===== src/rtl/instr_fetch_unit.sv =====
// Fetch stage: owns the architectural PC, drives a 1-cycle-latency instruction BRAM,
// and applies execute-stage redirects with zero bubbles. A misaligned redirect target halts fetch.
module instr_fetch_unit #(
  parameter logic [31:0] RESET_PC    = 32'h0000_0000,
  parameter int unsigned IMEM_ADDR_W = 14,
  parameter logic [31:0] NOP_INSTR   = 32'h0000_0013
) (
  input  logic                   clk,
  input  logic                   rst,
  input  logic                   stall,
  input  logic                   ex_do_branch,
  input  logic                   ex_jmp,
  input  logic [31:0]            ex_rs1,
  input  logic [31:0]            ex_imm32,
  output logic [IMEM_ADDR_W-1:0] imem_addr,
  input  logic [31:0]            imem_rdata,
  output logic [31:0]            instr,
  output logic [31:0]            pc,
  output logic                   instr_valid,
  output logic                   misalign_err,
  output logic [31:0]            fetch_count
);

  typedef enum logic [1:0] {
    PRIME = 2'd0,
    RUN   = 2'd1,
    HALT  = 2'd2
  } state_t;

  state_t      state, state_nx;
  logic [31:0] fetch_pc, fetch_pc_nx;
  logic [31:0] pc_nx, count_nx;
  logic        valid_nx, mis_nx;
  logic        advance, take, bad;
  logic [31:0] target, next_pc;

  always_ff @(posedge clk) begin
    if (rst) state <= PRIME;
    else     state <= state_nx;
  end

  always_comb begin
    advance = (state == RUN) && !stall;
    take    = advance && ex_do_branch;
    target  = ex_jmp ? ((ex_rs1 + ex_imm32) & ~32'h1) : (pc + ex_imm32);
    bad     = take && target[1];
    next_pc = take ? target : fetch_pc;

    // Re-reading the current word keeps the BRAM output (and so instr) stable.
    if (stall || state == HALT) imem_addr = pc[IMEM_ADDR_W+1:2];
    else                        imem_addr = next_pc[IMEM_ADDR_W+1:2];

    instr = instr_valid ? imem_rdata : NOP_INSTR;
  end

  always_comb begin
    state_nx    = state;
    pc_nx       = pc;
    fetch_pc_nx = fetch_pc;
    valid_nx    = instr_valid;
    mis_nx      = misalign_err;
    count_nx    = fetch_count;
    unique case (state)
      PRIME: begin
        pc_nx       = fetch_pc;
        fetch_pc_nx = fetch_pc + 32'd4;
        valid_nx    = 1'b1;
        state_nx    = RUN;
      end
      RUN: begin
        if (advance) begin
          count_nx = fetch_count + 32'd1;
          if (bad) begin
            mis_nx   = 1'b1;
            valid_nx = 1'b0;
            state_nx = HALT;
          end else begin
            pc_nx       = next_pc;
            fetch_pc_nx = next_pc + 32'd4;
          end
        end
      end
      HALT: ;
      default: state_nx = HALT;
    endcase
  end

  always_ff @(posedge clk) begin
    if (rst) begin
      pc           <= RESET_PC;
      fetch_pc     <= RESET_PC;
      instr_valid  <= 1'b0;
      misalign_err <= 1'b0;
      fetch_count  <= '0;
    end else begin
      pc           <= pc_nx;
      fetch_pc     <= fetch_pc_nx;
      instr_valid  <= valid_nx;
      misalign_err <= mis_nx;
      fetch_count  <= count_nx;
    end
  end

endmodule

===== config.mk =====
export PLATFORM = sky130hd
export DESIGN_NAME = instr_fetch_unit
export DESIGN_NICKNAME = d
export VERILOG_FILES = /design/src/rtl/instr_fetch_unit.sv
export SDC_FILE = /design/constraint.sdc
export NUM_CORES = 1
export LEC_CHECK = 0
export CAP_MARGIN = 15
export CORE_UTILIZATION = 51
export CTS_CLUSTER_DIAMETER = 100
export DETAILED_ROUTE_END_ITERATION = 12
export PLACE_DENSITY = 0.79
export SYNTH_ARGS = -nofsm -noshare
export SYNTH_HDL_FRONTEND = slang
export SYNTH_SLANG_ARGS = --single-unit

===== constraint.sdc =====
create_clock -name clk -period 5.3 [get_ports clk]
set_clock_uncertainty 0.1 [all_clocks]
set_input_delay 1.06 -clock clk [delete_from_list [all_inputs] [get_ports clk]]
set_output_delay 1.06 -clock clk [all_outputs]
set_load 0.005 [all_outputs]

==> metrics <==
antenna violations before repair 0; crit-path max FO 4; critical hold path startpoint fetch_pc[5]; DRT Wirelength 30400 um; Area contributors post-synth dfxtp_1 (23%), ha_1 (9.0%), nand2_1 (5.8%); Gate Count Post-Synth approximately 1200; Worst-Skew Late Latency approximately 0.36 ns; WL met1 roughly 13000 um; TritonCTS clock tree done; Layout fillers about 1400; Max-Cap Viols 0; Hold Crit Class register to register; Power Dens Cells around 230 nW/um^2; number of global-route vias before repair slightly below 10000; clk buf depth 2; post-layout util a little under three quarters; Post-CTS Setup Inserts 0; r2r startpoint pc[11]; Antenna diodes 0; DR pass1 iterations 6; number of flops mapped to enable cells by yosys 0; synth unique cells 78; Least-Margin Pin Slew ~0.9 ns; Critical Path AT ~4.1 ns; first-pass GRT wire length 48900 um; syn_nets roughly 1300; std cell rows 47; wire length on met2 roughly 14000 um; syn_area_per_cell approximately 7.4 um^2; worst vdd ir around 0.13 mV; die area approximately 18000 um^2; Tmin final 5.27 ns; Slew Limit Fails 0; multi-input logic area ~6500 um^2; clk slew on worst S/H paths around 0.070 ns; Area growth, synth to finish 36.2%; Starting Density 52.6%; clock root cell clkbuf_16; Via density between 6 and 7; Chip Height between 100 and 150 um; Total GRT Usage 34.3%; capturing element type of the critical path primary output; GPL Wtd Cong around 1.0; leakage dissipation around 4.7 nW; top layer in use met4; most common cell in the netlist nand2_1; synth cell count leaders nand2_1 (136), nor2_1 (135), dfxtp_1 (100), a21oi_1 (93), ha_1 (63); CP required ~4.1 ns; DP HPWL ~24000 um; CTS Buf Count 9; crit share post-route between 90% and 100%; wire length on met3 a little over 3000 um; Main synth FF type dfxtp_1; IO Pins approximately 210; H-tree depth 3; Syn. warnings 0; flops & latches, synth 100; largest net degree at the start of global routing 50; number of hold buffers added after cts 0; DR DRC count 0; Final Hold Fails 0; Max Freq approximately 190 MHz; Seq/Total Area, Yosys a little under a quarter; layout cell share with drive strength beyond 1 about 9.8%; Initial DRC Count approximately 670; port buffer count 212; antenna viol nets, final 0; remaining global-route overflow 0; Worst Setup SP ex_imm32[1]; Wirelength per Cell 18.5 um; area leader, netlist dfxtp_1; storage element area 2000 um^2; NumNets Final about 1600; Relative slew margins 39.4%; ys async rst share 0%; element type at the critical path start input pin; Mapped Area a little under 9000 um^2; clock net sink count 100; RSZ-0062 raised after global routing yes; final setup violation count 0; die width roughly 130 um; Synth top area share 22.9%; CORE AREA about 17000 um^2; status complete, no violations; WS Path Type input pin to primary output; via count between 10000 and 15000; Fin Setup TNS 0 ns
## critical path: stages
cell and delay (ns):
clkdlybuf4s50_1 0.48, inv_1 0.09, fa_1 0.44, nand2b_4 0.18, a211o_4 0.37, a211o_1 0.35
a21o_1 0.20, a21oi_2 0.21, a211oi_1 0.09, o21ai_1 0.13, clkdlybuf4s50_1 0.51
## cells by family (layout without fill, tap and decap cells)
kind of cell | after synthesis | count (layout) | synth area share (%)
simple gates | 484 | 484 | 27.2
compound gates | 342 | 342 | 26.3
flops | 100 | 100 | 22.9
xor+xnor | 89 | 89 | 8.91
buf+inv | 85 | 336 | 3.95
fa+ha+maj | 65 | 65 | 9.46
mux | 12 | 12 | 1.37
## power breakdown
| part | leakage (nW) | total [mW] | switching [mW] | internal [mW] |
|---|---|---|---|---|
| registers | 0.816 | 0.865 | 0.0569 | 0.808 |
| clock network | 0.153 | 0.710 | 0.323 | 0.388 |
| logic | 3.72 | 1.17 | 0.622 | 0.547 |
## metal layers
metal  vias to the layer above  global-route usage [%]
met5                         -                       0
met4                         0                    13.5
met3                        84                    7.78
met2                       539                    55.8
met1                      4626                    43.9
li1                       4810                       -
## registers in the layout (all words and copies together) (netlist names)
| register | count |
|---|---|
| pc | 32 |
| fetch_pc | 32 |
| misalign_err | 1 |
| fetch_count | 32 |
| state | 2 |
| instr_valid | 1 |
## through the flow
step	hold WS [ns]	cells	power (mW)	setup WS [ns]	area, um^2
6_report	0.354	1648	2.74	0.0333	11900
5_1_grt	0.387	1648	2.89	-0.0419	11900
4_1_cts	0.357	1648	2.72	0.0498	11900
3_5_place_dp	0.347	1632	2.01	-0.0988	11500
3_3_place_gp	0.341	1632	1.99	-0.0595	11500
2_1_floorplan	0.331	1177	1.53	0.776	8750
## path summary, 6_finish.rpt
kind                                      to  slack, ns  depth (start not counted)
worst max-delay path            imem_addr[8]       0.03                         11
worst min-delay path             fetch_pc[5]       0.35                          2
worst max register to register  fetch_pc[31]       1.25                         13
worst min register to register   fetch_pc[5]       0.35                          2
## area by class of cell
class                   count  share of cell area, %
inverters                  20                  0.630
repair buffers            300                   23.3
clock inverters             5                  0.567
multi-input cells         992                   54.4
flip-flops and latches    100                   16.8
well taps                 220                   2.31
clock buffers              11                   2.04
## cells in the final DEF, fill, tap and decap left out, types with 9 or more instances in the layout
master and count:
clkbuf_16 9, a21o_1 25, xor2_1 40, and3_1 14, o21ai_0 56, ha_1 63, a211oi_1 46, or3_1 11
a31oi_1 11, xnor2_1 48, buf_4 88, nand3_1 34, nand2_1 136, nand4_1 29, nand3b_1 9, nor2_1 134
mux2i_1 11, a21oi_1 90, inv_1 20, and2_1 37, clkdlybuf4s50_1 208, o21a_1 9, dfxtp_1 100, o211ai_1 12
nand2b_1 15, nor3_1 22
## repair_timing
| item | CTS | global route |
|---|---|---|
| endpoints found under the setup margin | 3 | 8 |
| resized for setup | 6 | 13 |
| cloned | 0 | 0 |
| pin swaps | 1 | 0 |
Note: power is estimated with default switching activity, not from simulation.
